File: src/rtl/pc_fetch_if.sv
// Instruction-memory fetch channel: valid/ready request plus a valid-only
// response. The fetch unit is the master; instruction memory is the slave.
interface pc_fetch_if #(
  parameter int XLEN = 64
);
  logic            imem_req_valid;
  logic            imem_req_ready;
  logic [XLEN-1:0] imem_addr;
  logic            imem_rsp_valid;
  logic [31:0]     imem_rsp_data;

  modport master (
    output imem_req_valid,
    output imem_addr,
    input  imem_req_ready,
    input  imem_rsp_valid,
    input  imem_rsp_data
  );

  modport slave (
    input  imem_req_valid,
    input  imem_addr,
    output imem_req_ready,
    output imem_rsp_valid,
    output imem_rsp_data
  );
endinterface

File: src/rtl/pc_fetch_unit.sv
// Program counter and fetch sequencer for the sequential core. Fetches one
// instruction at a time, holds it for execute, then steps the PC by 4 or by
// the branch offset. A misaligned next PC parks the unit in a sticky trap.
module pc_fetch_unit #(
  parameter int              XLEN     = 64,
  parameter logic [XLEN-1:0] RESET_PC = '0
) (
  input  logic             clk,
  input  logic             rst_n,
  pc_fetch_if.master       imem,
  output logic [31:0]      instr,
  output logic             instr_valid,
  output logic [XLEN-1:0]  pc,
  input  logic             wb_done,
  input  logic             pc_sel,
  input  logic [XLEN-1:0]  branch_off,
  output logic             trap_misalign
);

  localparam logic [31:0]     NOP_INSTR   = 32'h0000_0013;
  localparam logic [XLEN-1:0] INSTR_BYTES = XLEN'(4);

  typedef enum logic [2:0] {
    S_IDLE,
    S_REQ,
    S_WAIT_RSP,
    S_EXEC,
    S_TRAP
  } state_e;

  state_e          state_q;
  logic [XLEN-1:0] pc_q;
  logic [31:0]     instr_q;
  logic            instr_valid_q;
  logic            req_valid_q;
  logic            trap_q;
  logic [XLEN-1:0] next_pc_d;

  // Candidate PC for the instruction after the current one (modulo 2^XLEN).
  always_comb begin
    // NOTE: every always_comb output gets a value on every path so no latch is inferred.
    next_pc_d = pc_q + INSTR_BYTES;
    if (pc_sel) begin
      next_pc_d = pc_q + branch_off;
    end
  end

  // Fetch sequencer: state, PC, instruction register and registered outputs.
  always_ff @(posedge clk or negedge rst_n) begin
    if (!rst_n) begin
      // NOTE: sequential state uses non-blocking assignments so every register samples pre-edge values.
      state_q       <= S_IDLE;
      pc_q          <= RESET_PC;
      instr_q       <= NOP_INSTR;
      instr_valid_q <= 1'b0;
      req_valid_q   <= 1'b0;
      trap_q        <= 1'b0;
    end else begin
      unique case (state_q)
        S_IDLE: begin
          state_q     <= S_REQ;
          req_valid_q <= 1'b1;
        end
        S_REQ: begin
          // Address and valid are held until memory accepts.
          if (imem.imem_req_ready) begin
            state_q     <= S_WAIT_RSP;
            req_valid_q <= 1'b0;
          end
        end
        S_WAIT_RSP: begin
          if (imem.imem_rsp_valid) begin
            instr_q       <= imem.imem_rsp_data;
            instr_valid_q <= 1'b1;
            state_q       <= S_EXEC;
          end
        end
        S_EXEC: begin
          if (wb_done) begin
            instr_valid_q <= 1'b0;
            if (next_pc_d[1:0] != 2'b00) begin
              // PC keeps the address of the offending branch.
              state_q <= S_TRAP;
              trap_q  <= 1'b1;
            end else begin
              pc_q        <= next_pc_d;
              state_q     <= S_REQ;
              req_valid_q <= 1'b1;
            end
          end
        end
        S_TRAP: begin
          // Parked until reset.
          state_q <= S_TRAP;
        end
        default: begin
          state_q <= S_IDLE;
        end
      endcase
    end
  end

  assign imem.imem_req_valid = req_valid_q;
  assign imem.imem_addr      = pc_q;
  assign instr               = instr_q;
  assign instr_valid         = instr_valid_q;
  assign pc                  = pc_q;
  assign trap_misalign       = trap_q;

endmodule

File: src/flat_wrapper.sv
// flat-port wrapper written by rule: the top's interface ports become plain ports
module pc_fetch_unit_flat 
#(
  parameter int              XLEN     = 64,
  parameter logic [XLEN-1:0] RESET_PC = '0
)
  (clk, rst_n, instr, instr_valid, pc, wb_done, pc_sel, branch_off, trap_misalign, imem_imem_req_valid, imem_imem_addr, imem_imem_req_ready, imem_imem_rsp_valid, imem_imem_rsp_data);
  pc_fetch_if #(.XLEN(XLEN)) imem_i ();
  input  logic clk;
  input  logic rst_n;
  output logic [31:0] instr;
  output logic instr_valid;
  output logic [XLEN-1:0] pc;
  input  logic wb_done;
  input  logic pc_sel;
  input  logic [XLEN-1:0] branch_off;
  output logic trap_misalign;
  output wire logic [$bits(imem_i.imem_req_valid)-1:0] imem_imem_req_valid;
  output wire logic [$bits(imem_i.imem_addr)-1:0] imem_imem_addr;
  input wire logic [$bits(imem_i.imem_req_ready)-1:0] imem_imem_req_ready;
  input wire logic [$bits(imem_i.imem_rsp_valid)-1:0] imem_imem_rsp_valid;
  input wire logic [$bits(imem_i.imem_rsp_data)-1:0] imem_imem_rsp_data;
  assign imem_imem_req_valid = imem_i.imem_req_valid;
  assign imem_imem_addr = imem_i.imem_addr;
  assign imem_i.imem_req_ready = imem_imem_req_ready;
  assign imem_i.imem_rsp_valid = imem_imem_rsp_valid;
  assign imem_i.imem_rsp_data = imem_imem_rsp_data;
  pc_fetch_unit #(.XLEN(XLEN), .RESET_PC(RESET_PC)) u_core (.clk(clk), .rst_n(rst_n), .imem(imem_i), .instr(instr), .instr_valid(instr_valid), .pc(pc), .wb_done(wb_done), .pc_sel(pc_sel), .branch_off(branch_off), .trap_misalign(trap_misalign));
endmodule
File: config.mk
export PLATFORM = sky130hd
export DESIGN_NAME = pc_fetch_unit_flat
export DESIGN_NICKNAME = d
export VERILOG_FILES = /design/src/rtl/pc_fetch_if.sv /design/src/rtl/pc_fetch_unit.sv /design/src/flat_wrapper.sv
export SDC_FILE = /design/constraint.sdc
export NUM_CORES = 1
export LEC_CHECK = 0
export CAP_MARGIN = 20
export CORE_MARGIN = 4
export CORE_UTILIZATION = 30
export CTS_CLUSTER_SIZE = 16
export DETAILED_ROUTE_END_ITERATION = 10
export PLACE_DENSITY_LB_ADDON = 0.05
export SYNTH_ARGS = -nofsm -noshare
export SYNTH_HDL_FRONTEND = slang
export SYNTH_SLANG_ARGS = --single-unit
File: constraint.sdc
create_clock -name clk -period 3.75 [get_ports clk]
set_input_delay 0.5625 -clock clk [delete_from_list [all_inputs] [get_ports clk]]
set_output_delay 0.5625 -clock clk [all_outputs]
set_load 0.05 [all_outputs]
Word level (Yosys, flattened, before mapping) --
Cells that the tools add are included.
Operators by class: divide/modulo/power cells 0, muxes and demuxes 13, reduce and logical (&&, ||, !) cells 10, magnitude comparators 0, add/sub/neg operators 2, multipliers 0, shifts and indexed selects 0, bitwise gates (word level) 1, equality and inequality tests 8
Operators with widths (number):
- $add A64 B3 Y64 const B | 1
- $add A64 B64 Y64 | 1
- $mux W64 | 1
- $pmux W3 S5 | 1
- $mux W3 | 4
- $reduce_and A3 Y1 | 4
- $ne A2 B2 Y1 const B | 4
- $eq A3 B2 Y1 const B | 2
- $mux W1 | 5
- $reduce_and A4 Y1 | 1
- $reduce_bool A2 Y1 | 2
- $eq A3 B1 Y1 const B | 1
- $eq A3 B3 Y1 const B | 1
- $logic_not A3 Y1 | 1
- $pmux W1 S3 | 1
- $reduce_bool A3 Y1 | 1
- $pmux W1 S2 | 1
- $reduce_and A2 Y1 | 1
- $not A1 Y1 | 1
Word-level totals: word-level logic and storage cells 40, memories 0, bits in read-only memories 0, bits in latches 0, RAM bits 0, register bits after elaboration 102

Depth between registers and ports, before layout --
Gate-level depths: netlist of the first run.
depth after elaboration 6, depth in mapped cells 11, gate-level depth less buffers 11

Worst setup path before layout of the first run --
OpenSTA, ideal clock, no wires.
path type register to register, from reg u_core.pc_q[0] (netlist: u_core.imem.imem_addr[0]), to reg u_core.pc_q[52] (netlist: u_core.imem.imem_addr[52]), path slack 0.444 ns, path buffers 0, arrival time 3.169 ns, setup time 0.137 ns, cell stages (with the launch flop) 12, clock period less this slack 3.306 ns, path through dfrtp_1 > ha_1 > fa_1 > a211oi_1 > nor2_1 > o31ai_4 > a2111o_1 > or4b_4 > a31o_2 > a21oi_2 > xor2_1 > a21oi_1
Between the ends: word-level cells in the longest chain between the ends 5, elaborated cells on any way between the ends 6, classes of those cells add/sub (2); mux (1); bitwise (1); reduce/logical (2)
Ends and longest elaborated chain:
- start: declaration | line pc_fetch_unit.sv:32 | logic [XLEN-1:0] pc_q;
- start signal: assignment | line pc_fetch_unit.sv:86 | pc_q <= next_pc_d;
- $add A64 B3 Y64 / $add A64 B64 Y64 (equally long branches) | line pc_fetch_unit.sv:42, pc_fetch_unit.sv:44
- $mux W64 * | line pc_fetch_unit.sv:43 | if (pc_sel) begin
- $reduce_bool A2 Y1 | line pc_fetch_unit.sv:81 | if (next_pc_d[1:0] != 2'b00) begin
- $not A1 Y1 (no source line)
- $reduce_and A3 Y1 (no source line)
Every way passes the cells marked *; elsewhere a longest branch is shown, timed or not. A chain may end at the register's enable or synchronous reset.

Worst setup path in the final report of the first run --
from in branch_off[0], to reg u_core.pc_q[56] (netlist: u_core.imem.imem_addr[56])
Between the ends: word-level cells in the longest chain between the ends 5
Ends and longest elaborated chain:
- start: declaration | line flat_wrapper.sv:16 | input logic [XLEN-1:0] branch_off;
- $add A64 B64 Y64 * | line pc_fetch_unit.sv:44 | next_pc_d = pc_q + branch_off;
- $mux W64 * | line pc_fetch_unit.sv:43
- $reduce_bool A2 Y1 | line pc_fetch_unit.sv:81
- $not A1 Y1 (no source line)
- $reduce_and A3 Y1 (no source line)
Marks and branches as above.

==> results of run 1 <==
-- worst max path at each step --
| stage | start | endpoint | cells past startpoint |
|---|---|---|---|
| after floorplan | u_core.imem.imem_addr[0] | u_core.imem.imem_addr[52] | 11 |
| after global placement | branch_off[1] | u_core.imem.imem_addr[63] | 13 |
| after detailed placement | branch_off[0] | u_core.imem.imem_addr[56] | 12 |
| after CTS | branch_off[0] | u_core.imem.imem_addr[56] | 12 |
| after global routing | branch_off[0] | u_core.imem.imem_addr[56] | 12 |
| final | branch_off[0] | u_core.imem.imem_addr[56] | 12 |
-- worst max-delay path, stage by stage --
cell and delay [ps]:
clkdlybuf4s50_1 420, ha_1 240, fa_1 430, a211oi_1 260, nor2_1 150, o31ai_4 280, a2111o_1 240, or4b_4 490
a31o_2 240, a21oi_2 170, a31oi_1 100, o221ai_1 210
-- repair_timing --
action | in CTS | in global routing
resized for setup | 0 | 2
hold endpoints to repair | 0 | 0
endpoints found under the setup margin | 0 | 3
-- registers in the layout (all words and copies together) (netlist names) --
| signal | count |
|---|---|
| u_core.imem.imem_addr | 64 |
| u_core.trap_misalign | 1 |
| u_core.state_q | 3 |
| u_core.instr | 32 |
| u_core.instr_valid | 1 |
| u_core.imem.imem_req_valid | 1 |
-- area by class of cell --
class,instances,area (sq um)
multi-input cells,966,6533
well taps,442,553.0
flip-flops and latches,102,2556
clock inverters,6,68.82
repair buffers,391,3651
inverters,23,86.33
fillers,3321,18770
clock buffers,10,239.0
-- synth_stat cells, types with 6 or more instances --
| cell type | count | area (sq um) |
|---|---|---|
| a21oi_1 | 151 | 755.7 |
| nor2_1 | 100 | 375.4 |
| dfrtp_1 | 99 | 2477 |
| nand2_1 | 80 | 300.3 |
| o21ai_0 | 69 | 345.3 |
| buf_4 | 65 | 488.0 |
| ha_1 | 64 | 800.8 |
| nand3_1 | 42 | 210.2 |
| clkbuf_1 | 38 | 142.6 |
| mux2_2 | 35 | 394.1 |
| o22ai_1 | 34 | 212.7 |
| a21o_1 | 32 | 240.2 |
| nand4_1 | 25 | 156.4 |
| and3_1 | 23 | 143.9 |
| inv_1 | 23 | 86.33 |
| xnor2_1 | 23 | 201.4 |
| xor2_1 | 23 | 201.4 |
| a31oi_1 | 22 | 137.6 |
| nor3_1 | 22 | 110.1 |
| a211oi_1 | 15 | 112.6 |
| mux2i_1 | 13 | 130.1 |
| o21bai_1 | 12 | 90.09 |
| o21a_1 | 11 | 82.58 |
| or3_1 | 11 | 68.82 |
| and2_1 | 9 | 56.30 |
| and4_1 | 9 | 78.83 |
| o31ai_1 | 9 | 67.56 |
| buf_1 | 8 | 30.03 |
| nor2b_1 | 8 | 50.05 |
| nor4_1 | 7 | 43.79 |
| buf_2 | 6 | 30.03 |
| nand2b_1 | 6 | 37.54 |
| o211ai_1 | 6 | 45.04 |
| or4_1 | 6 | 45.04 |
-- per-stage QoR --
stage	instances	cell area, sq um	TNS [ps]	hold slack [ps]	setup slack, ps
floorplan	1208	9842	0	266.9	444.5
finish	1940	13690	0	170.6	245.3
detailed placement	1924	13380	-1058	457.4	-134.1
CTS	1940	13680	0	179.7	233.5
global route	1940	13690	0	200.3	36.98
global placement	1924	13380	-632.7	450.7	-153.0
-- kinds of logic after synthesis --
logic type	after synthesis	synth area share (%)
AOI/OAI and AO/OA	424	27.41
and+or+nand+nor	380	20.58
buffers and inverters	140	7.895
DFF	102	25.97
adders and majority gates	65	8.340
muxes	51	5.708
xor gates and xnor gates	46	4.094
-- routing by layer --
metal / routed length [microns] / GRT usage, %
met2: 16770 / 32.66
met4: 592 / 5.017
met3: 1633 / 2.212
met1: 18320 / 29.15
met5: 0 / 0
-- report_power, final --
group	total [mW]	internal, mW	switching, mW
combinational	0.530	0.248	0.283
sequential	1.13	1.12	0.00779
clock	1.05	0.541	0.511
==> results.toml, run 1 <==
[outcome]
status = "completed"

[synth]
syn_nets = 1375
synth_seq_area_share_pct = 25.97
ys_seq_elements = 102
yosysUniqueCellTypes = 88
syn_inst = 1208
ys.flop_type = "dfrtp_1"
synthArstFlopShare_pct = 100.0
synth_warnings = 0
synth_area_per_cell_sq_um = 8.147
synth_edf_count = 0
netlist_area_sq_um = 9842

[clock_network]
holdBufCountCts = 0
cts_setup_buffers = 0
clockBufferDepth = 2
cts_tree = "built"
cts_made_buffers = 9
clock-root-buffer = "clkbuf_16"
clk_pin_slew_ps = 80
insertion_delay_ps = 370
htree_levels = 3
cts.sinks = 102

[global_route]
grt_max_degree = 70
grt_pass1_wl_mm = 58.21
antenna_found_initial = 0
grt_overflow_total = 0
first_global_vias = 10200
track_usage_pct = 20.28

[layout]
layout.nets = 1660
final_cell_mix = "clkdlybuf4s50_1, a21oi_1, buf_4"
final_util_pct = 42.17
area_growth_syn_to_layout_pct = 39.07
final_common_cell = "clkdlybuf4s50_1"
drive_above_1_share_pct = 14.95
antenna_cells = 0

[setup_path]
rr_worst_depth = 11
worstPathRequired_ps = 4030
arrival_ps = 3780
cp_max_fo = 3
worstSetupStartpointType = "input port"
timing.rr.end = "u_core.imem.imem_addr[56]"
end_kind = "flop"
ff2ff_setup_slack_ps = 380
setup.worst_path.class = "input port to flop"
r2r-start = "u_core.imem.imem_addr[0]"

[placed_design]
gp_congestion = 0.8873
portBuffers = 264
dp_hpwl_mm = 28.78

[detailed_routing]
num_vias = 10290
vias_per_cell = 5.305
drt_iter0_drc = 780
drc = 0
routed_wl_mm = 37.32
wl_per_cell_microns = 19.24
ant_nets = 0
dr.pass1.iters = 4

[timing]
report.final.hold_viol_count = 0
slew_violations = 0
rsz0062_at_grt = "false"
finalCriticalPeriod_ps = 3505
final.period_utilization_pct = 93.46
setup_viol = 0
maxSlewHeadroom_pct = 46.87
skew_ps = 10.01
tightest_slew_ps = 796.9
clock.fmax_mhz = 285.3

[floorplanning]
dieWidth_microns = 189.1
core.rowCount = 66
core_sq_um = 32450
pin_count = 265
die_h_microns = 189.1
die_area_sq_um = 35770
initial_core_util_pct = 30.33

[power]
finalPower_mw = 2.708
powerDensity_nw_per_um2 = 197.8
vdd_drop_max_v = 0.0001985
p_leak_nw = 5.840

[worst_hold_path]
hp-class = "input port to asynchronous set/reset pin"

[job]
drv_cap = 0
No activity file was read; power rests on OpenSTA's default activity.
==> inputs of run 2 (changes only) <==
--- a/config.mk
+++ b/config.mk
@@ -7,7 +7,7 @@
 export LEC_CHECK = 0
 export CAP_MARGIN = 20
 export CORE_MARGIN = 4
-export CORE_UTILIZATION = 30
+export CORE_UTILIZATION = 40
 export CTS_CLUSTER_SIZE = 16
 export DETAILED_ROUTE_END_ITERATION = 10
 export PLACE_DENSITY_LB_ADDON = 0.05
==> constraint.sdc (replaced) <==
create_clock -name clk -period 3.05 [get_ports clk]
set_input_delay 0.4575 -clock clk [delete_from_list [all_inputs] [get_ports clk]]
set_output_delay 0.4575 -clock clk [all_outputs]
set_load 0.05 [all_outputs]
==> run 2 against run 1 <==
Sequential share of layout area is 1.6 points lower. Clock skew up 2.1 ps. Via count rose by 6.5%. Register-to-register slack worse by 350 ps. Setup slack got worse by 210 ps. Hold slack worse by 92 ps. Critical path depth is the same. Sequential power grew 22%. Critical path type is now flop to flop. Largest cell class unchanged. Highest routed layer unchanged.
==> results.toml, run 2 (synthesis results as in run 1) <==
[global_route]
grt_overflow_total = 0
track_usage_pct = 25.23
antenna_found_initial = 0
grt_max_degree = 64
grt_util_met1_pct = 33.99
met3_usage_pct = 5.041
use_met2_pct = 40.09
grt.busiest_layer = "met2"
grt_pass1_wl_mm = 54.74
first_global_vias = 10590

[clock_network]
cts.sinks = 102
insertion_delay_ps = 360
htree_levels = 3
clockBufferDepth = 2
cts_made_buffers = 9
clk_pin_slew_ps = 80
clock-root-buffer = "clkbuf_16"
holdBufCountCts = 0
cts_tree = "built"

[placed_design]
pre_cts_ws_ps = -508.6
gp_congestion = 0.9244
portBuffers = 264
dp_hpwl_mm = 27.93
placed_area_sq_um = 14250

[floorplanning]
die_area_sq_um = 27180
dieWidth_microns = 164.9
initial_core_util_pct = 40.59
core.rowCount = 57
core_sq_um = 24250
die_h_microns = 164.9
pin_count = 265

[worst_hold_path]
hp-class = "input port to asynchronous set/reset pin"

[power]
finalPower_mw = 3.296
vdd_drop_max_v = 0.0001950
powerDensity_nw_per_um2 = 219.9
p_leak_nw = 6.613

[job]
drv_cap = 0

[layout]
final_cell_mix = "buf_4, clkdlybuf4s50_1, a21oi_1"
area_growth_syn_to_layout_pct = 52.31
antenna_cells = 0
drive_above_1_share_pct = 25.43
final_common_cell = "buf_4"
finalInstanceArea_sq_um = 14990
fillCellCount = 2177
multi_input_area_sq_um = 6960
layout.nets = 1798
seq_area_sq_um = 2565
largest_reg_flops = 64

[timing]
setup_tns_ps = 0
skew_ps = 12.07
rsz0062_at_grt = "true"
tightest_slew_ps = 723.3
finalCriticalPeriod_ps = 3018
final.period_utilization_pct = 98.94
report.final.hold_viol_count = 0
maxSlewHeadroom_pct = 51.78
final.setup.worst_slack_ps = 32.18
slew_violations = 0
setup_viol = 0
clock.fmax_mhz = 331.4

[detailed_routing]
ant_nets = 0
drc = 0
wl_per_cell_microns = 18.17
vias_per_cell = 5.590
num_vias = 10960
dr.pass1.iters = 6
routed_wl_mm = 35.62
drt_iter0_drc = 782

[setup_path]
rr_worst_depth = 12
r2r-start = "u_core.imem.imem_addr[0]"
worstPathRequired_ps = 3260
worstSetupStartpointType = "flop"
slowest_delay_ps = 490
ff2ff_setup_slack_ps = 30
setup.worst_path.class = "flop to flop"
end_kind = "flop"
timing.rr.end = "u_core.imem.imem_addr[56]"
cp_max_fo = 3
crit_chain = "ha_4, fa_2, a211oi_2, nor2_2, o31ai_4, a2111o_1, or4b_4, buf_4, nand3_4, a211oi_1, a31oi_1, o221ai_1"
arrival_ps = 3230
crit_slowest_cell = "or4b_4"

[outcome]
status = "completed"
## run 2: cell type report
type	count	area share, %
clock buffers	10	1.527
clock inverters	6	0.3672
well taps	324	2.704
multi-input cells	966	46.43
inverters	23	0.5759
repair buffers	529	31.28
flip-flops and latches	102	17.11
## run 2: worst max path at each step
| stage | endpoint | startpoint | slack, ps |
|---|---|---|---|
| finish | u_core.imem.imem_addr[56] | u_core.imem.imem_addr[0] | 30 |
| CTS | u_core.imem.imem_addr[60] | branch_off[24] | 8 |
| floorplan | u_core.imem.imem_addr[52] | u_core.imem.imem_addr[37] | -4 |
| detailed placement | u_core.imem.imem_addr[61] | branch_off[12] | -510 |
| global route | u_core.imem.imem_addr[56] | u_core.imem.imem_addr[0] | -120 |
| global placement | u_core.imem.imem_addr[59] | branch_off[1] | -490 |
## run 2: per-layer routing
layer	share of wire [%]	vias to the layer above
li1	-	5333
met1	44	5166
met2	45	404
met3	7.5	53
met4	3.0	0
met5	0	-
## run 2: power by group
group	leakage (nW)	internal (mW)	switching, mW
Combinational	5.13	0.348	0.367
Sequential	1.35	1.37	0.00979
Clock	0.133	0.573	0.625
## run 2: through the flow
stage	cells	hold slack, ps	utilization [%]
final	1960	78.98	61.82
after CTS	1956	98.55	60.61
after detailed placement	1940	458.9	58.78
after global placement	1940	451.4	58.78
after global routing	1960	113.6	61.82
after floorplan	1208	161.9	-
## run 2: repair_timing
action / CTS / global route
buffers inserted: 0 / 4
resized for setup: 32 / 51
pin swaps: 12 / 15
endpoints found under the setup margin: 18 / 25
## run 2: critical path: cells and delay by family, from the launching register on
| kind | cells | cell delay, ps |
|---|---|---|
| buf+inv | 1 | 160 |
| simple gates | 3 | 660 |
| fa+ha+maj | 2 | 520 |
| compound gates | 6 | 1090 |
| flops | 1 | 430 |
